$ cat src/rtl/button_debounce_pulse_pkg.sv
// Shared definitions for the button conditioning stage: FSM encoding,
// 100 MHz timing defaults and a counter-width helper.
package button_debounce_pulse_pkg;

  localparam logic [1:0] ST_IDLE         = 2'd0;
  localparam logic [1:0] ST_WAIT_PRESS   = 2'd1;
  localparam logic [1:0] ST_PRESSED      = 2'd2;
  localparam logic [1:0] ST_WAIT_RELEASE = 2'd3;

  localparam int DEFAULT_STABLE_COUNT  = 1000000;
  localparam int DEFAULT_REPEAT_DELAY  = 50000000;
  localparam int DEFAULT_REPEAT_PERIOD = 10000000;

  // Bits needed to hold the values 0 .. n-1 (never less than one bit).
  function automatic int cnt_width(input int n);
    return (n <= 2) ? 1 : $clog2(n);
  endfunction

endpackage

$ cat src/rtl/sync_2ff.sv
// Two-flop synchroniser for an asynchronous level; asynchronous active-low
// reset clears both stages to 0.
module sync_2ff (
  input  logic clk,
  input  logic reset,
  input  logic d,
  output logic q
);

  logic s1;

  always_ff @(posedge clk or negedge reset) begin
    if (!reset) begin
      s1 <= 1'b0;
      q  <= 1'b0;
    end else begin
      s1 <= d;
      q  <= s1;
    end
  end

endmodule

$ cat src/rtl/button_debounce_pulse.sv
// Synchronises and debounces a pushbutton, giving a clean level and a one-cycle
// press strobe. Define BUTTON_AUTOREPEAT_EN for auto-repeat strobes while held.
module button_debounce_pulse
  import button_debounce_pulse_pkg::*;
#(
  parameter int STABLE_COUNT  = DEFAULT_STABLE_COUNT,
  parameter int REPEAT_DELAY  = DEFAULT_REPEAT_DELAY,
  parameter int REPEAT_PERIOD = DEFAULT_REPEAT_PERIOD
) (
  input  logic clk,
  input  logic reset,
  input  logic btn_in,
  output logic btn_level,
  output logic btn_pulse
);

  localparam int CW = cnt_width(STABLE_COUNT);
  localparam logic [CW-1:0] CNT_LAST = CW'(STABLE_COUNT - 1);

  logic          s2;
  logic [1:0]    state, state_nxt;
  logic [CW-1:0] count, count_nxt;
  logic          press_accept;
  logic          repeat_fire;

  sync_2ff u_sync (
    .clk   (clk),
    .reset (reset),
    .d     (btn_in),
    .q     (s2)
  );

  assign press_accept = (state == ST_WAIT_PRESS) && s2 && (count == CNT_LAST);

  // The debounce counter only runs in the two WAIT states and is zeroed on
  // every state change.
  always_comb begin
    state_nxt = state;
    count_nxt = count;
    case (state)
      ST_IDLE: begin
        if (s2) begin
          state_nxt = ST_WAIT_PRESS;
          count_nxt = '0;
        end
      end
      ST_WAIT_PRESS: begin
        if (!s2) begin
          state_nxt = ST_IDLE;
          count_nxt = '0;
        end else if (count == CNT_LAST) begin
          state_nxt = ST_PRESSED;
          count_nxt = '0;
        end else begin
          count_nxt = count + CW'(1);
        end
      end
      ST_PRESSED: begin
        if (!s2) begin
          state_nxt = ST_WAIT_RELEASE;
          count_nxt = '0;
        end
      end
      ST_WAIT_RELEASE: begin
        if (s2) begin
          state_nxt = ST_PRESSED;
          count_nxt = '0;
        end else if (count == CNT_LAST) begin
          state_nxt = ST_IDLE;
          count_nxt = '0;
        end else begin
          count_nxt = count + CW'(1);
        end
      end
      default: begin
        state_nxt = ST_IDLE;
        count_nxt = '0;
      end
    endcase
  end

  // PRESSED and WAIT_RELEASE are exactly the states with bit 1 set, so the
  // registered level tracks state_nxt[1].
  always_ff @(posedge clk or negedge reset) begin
    if (!reset) begin
      state     <= ST_IDLE;
      count     <= '0;
      btn_level <= 1'b0;
      btn_pulse <= 1'b0;
    end else begin
      state     <= state_nxt;
      count     <= count_nxt;
      btn_level <= state_nxt[1];
      btn_pulse <= press_accept | repeat_fire;
    end
  end

`ifdef BUTTON_AUTOREPEAT_EN
  localparam int REP_MAX = (REPEAT_DELAY > REPEAT_PERIOD) ? REPEAT_DELAY : REPEAT_PERIOD;
  localparam int RW      = cnt_width(REP_MAX);

  logic [RW-1:0] rep_cnt;
  logic [RW-1:0] rep_last;
  logic          repeating;
  logic          stay_pressed;

  // First interval is REPEAT_DELAY, every later one REPEAT_PERIOD.
  assign stay_pressed = (state == ST_PRESSED) && s2;
  assign rep_last     = repeating ? RW'(REPEAT_PERIOD - 1) : RW'(REPEAT_DELAY - 1);
  assign repeat_fire  = stay_pressed && (rep_cnt == rep_last);

  always_ff @(posedge clk or negedge reset) begin
    if (!reset) begin
      rep_cnt   <= '0;
      repeating <= 1'b0;
    end else if (!stay_pressed) begin
      rep_cnt   <= '0;
      repeating <= 1'b0;
    end else if (repeat_fire) begin
      rep_cnt   <= '0;
      repeating <= 1'b1;
    end else begin
      rep_cnt   <= rep_cnt + RW'(1);
    end
  end
`else
  logic unused_repeat_cfg;
  assign unused_repeat_cfg = (REPEAT_DELAY > REPEAT_PERIOD);
  assign repeat_fire       = 1'b0;
`endif

endmodule

$ cat config.mk
export PLATFORM = sky130hd
export DESIGN_NAME = button_debounce_pulse
export DESIGN_NICKNAME = d
export VERILOG_FILES = /design/src/rtl/button_debounce_pulse_pkg.sv /design/src/rtl/sync_2ff.sv /design/src/rtl/button_debounce_pulse.sv
export SDC_FILE = /design/constraint.sdc
export NUM_CORES = 1
export LEC_CHECK = 0
export CAP_MARGIN = 20
export CORE_ASPECT_RATIO = 1.5
export CORE_MARGIN = 2
export CORE_UTILIZATION = 39
export DETAILED_ROUTE_END_ITERATION = 8
export PLACE_DENSITY = 0.67
export SLEW_MARGIN = 10
export SYNTH_ARGS = -nofsm -noshare
export SYNTH_HDL_FRONTEND = slang
export SYNTH_SLANG_ARGS = --single-unit
export TNS_END_PERCENT = 30
$ cat constraint.sdc
create_clock -name clk -period 2.3 [get_ports clk]
set_clock_uncertainty 0.1 [all_clocks]
set_input_delay 0.46 -clock clk [delete_from_list [all_inputs] [get_ports clk]]
set_output_delay 0.46 -clock clk [all_outputs]
set_load 0.005 [all_outputs]
==> metrics.txt <==
Non-Filler Instances 191; routability cong. 0.8315; Post-DRT Antenna Nets 0; post-layout min period 2170 ps; post-CTS setup buffer count 0; GRT Overall Usage 0.1702; Cells after Synth 141; most frequent cells in the layout dfrtp_1, a21oi_1, nand2_1, a31oi_1, nor2_1; DR pass1 iterations 4; launch point of the worst reg-to-reg path count[0]; Hold Crit Start u_sync.s1; row cnt 26; fin area 0.001531 mm2; die width 52.86 um; internal reg-to-reg setup slack 130 ps; Distinct cells, synth 43; hold path cells 0; DRC 0; final count of pins violating max slew 0; antenna cells 0; P per Cell Area 835.3 mW/mm2; DRT iter0 DRCs 66; Avg WL per Cell 15.84 um; total routed wirelength 3026 um; crit path max fanout 16; GRT Residual Overflow 0; EDFF count, synth 0; vias in the first global route 1147; FF-to-FF path depth 7; CP endpoint kind flop; largest net degree at the start of global routing 17; initial core utilization 0.4088; most common cell after layout, fill and taps aside dfrtp_1; Synth area leaders dfrtp_1, a21oi_1, a31oi_1, nand2_1, buf_6; Setup CP Type flop to flop; Clock Sinks 25; H-tree depth 1; Final Hold Viols 0; Clock Path Buffers 2; CTS buffer count 3; Final Setup Violations 0; fillers 335; PnR worst setup slack 130.0 ps; top cell type's share of synthesized area 0.4480; Synth area leader dfrtp_1; Setup WS pre-CTS 155.4 ps; Post-DP Area 0.001485 mm2; Core Region 0.003416 mm2; Max-Cap Viols 0; VDD IR max 569.0 uV; Req. time, crit path 2360 ps; WP data arrival 2230 ps; Post-Syn Nets 145; Mean Syn Cell Area 9.903 um2; IO Port Bufs 4; FFs w/ async S/R, synth 1.000; worst slew pin tran 461.4 ps; main flop type after synthesis dfrtp_1; DR vias 1148; initial antenna violation count 0; Cell Area, Synth 0.001396 mm2; Clock Latency Late Sink 270 ps; Inst Count DP 187; Max-slew headroom 0.6901; Hold EP u_sync.q; CTS tree done; total power 0.001279 W; P&R area growth vs syn 9.678%; Period Utilization, post-route 0.9435; Seq cells post-synth 25; min-delay worst type flop to flop; RSZ-0062 raised after global routing no; Post-CTS Resized 0; first-pass GRT wire length 5216 um; io pins 5; Startpoint Class flop; CP startpoint count[0]; fin nets 154; clk root buf clkbuf_8; Critical R2R Capture count[10]; # hold bufs at CTS 0; setup total negative slack 0 ps; post-DP HPWL 2199 um; die area 0.004085 mm2; DR vias/cell 6.010; Yosys warnings 0; clk slew on worst S/H paths 90 ps; leakage power 0.6649 nW; DIE HEIGHT 77.29 um; run status finished, final reports clean; sequential share of the synthesized area 0.4480; max frequency 460.8 MHz; share of cells above drive strength 1 0.1409
report_power, final:
| part | switching (W) | leakage, nW | internal (W) | total (W) |
|---|---|---|---|---|
| registers | 0.0000492 | 0.339 | 0.000481 | 0.000530 |
| logic | 0.000287 | 0.301 | 0.000202 | 0.000490 |
| clock network | 0.000138 | 0.0255 | 0.000121 | 0.000259 |
per-layer routing:
metal / vias up / global-route usage / wire length [um] / share of wire
li1: 539 / - / - / -
met1: 560 / 0.2083 / 1214 / 0.40
met2: 42 / 0.2813 / 1627 / 0.54
met3: 7 / 0.01362 / 100 / 0.033
met4: 0 / 0.1000 / 83 / 0.027
met5: - / 0 / 0 / 0
worst max-delay path by stage:
stage	to	slack [ps]	depth (start not counted)
floorplan	count[18]	350	7
global placement	count[10]	230	7
detailed placement	count[10]	160	7
CTS	count[10]	140	7
global route	count[10]	20	6
finish	count[10]	130	7
logic make-up (layout without fill, tap and decap cells):
family          after synthesis  after routing  share of synthesized area
xor+xnor                      1              1                   0.006274
simple gates                 56             56                     0.2536
fa+ha+maj                     1              1                   0.008959
flops                        25             25                     0.4480
mux                           3              3                    0.02240
compound gates               44             44                     0.2097
buf+inv                      11             19                    0.05107
flip-flops by register name (all words and copies together) (netlist names), named ones only:
signal,flops
count,20
btn_pulse,1
state,1
u_sync.q,1
u_sync.s1,1
Yosys cell counts, drive strengths merged (2+ instances only):
master and number:
a21o 4, a21oi 15, a31oi 9, a41oi 2, and2 2, and3 4, buf 5, clkbuf 2
dfrtp 25, inv 4, mux2i 2, nand2 14, nand2b 3, nand3 6, nand3b 2, nand4 5
nor2 9, nor3 2, nor4 4, o21ai 7
critical path: stages (launching register included):
cell,delay (ps)
dfrtp_1,390
ha_1,190
and3_2,260
nand3_4,120
o311a_1,480
buf_4,230
a41oi_1,220
a21oi_1,60
final cells by class:
class                      count  area (um2)  share of cell area
multi-input combinational    105       699.4              0.4567
sequential                    25       625.6              0.4085
timing repair buffer          11       92.59             0.06046
tap                           42       52.55             0.03431
clock buffer                   3       41.29             0.02696
inverter                       4       15.01            0.009804
clock inverter                 1       5.005            0.003268
stage by stage:
stage / hold slack [ps] / util
finish: 257.6 / 0.4484
global route: 269.2 / 0.4484
CTS: 262.2 / 0.4484
detailed placement: 241.8 / 0.4348
global placement: 239.5 / 0.4348
floorplan: 64.41 / -
(Power assumes the default switching activity.)
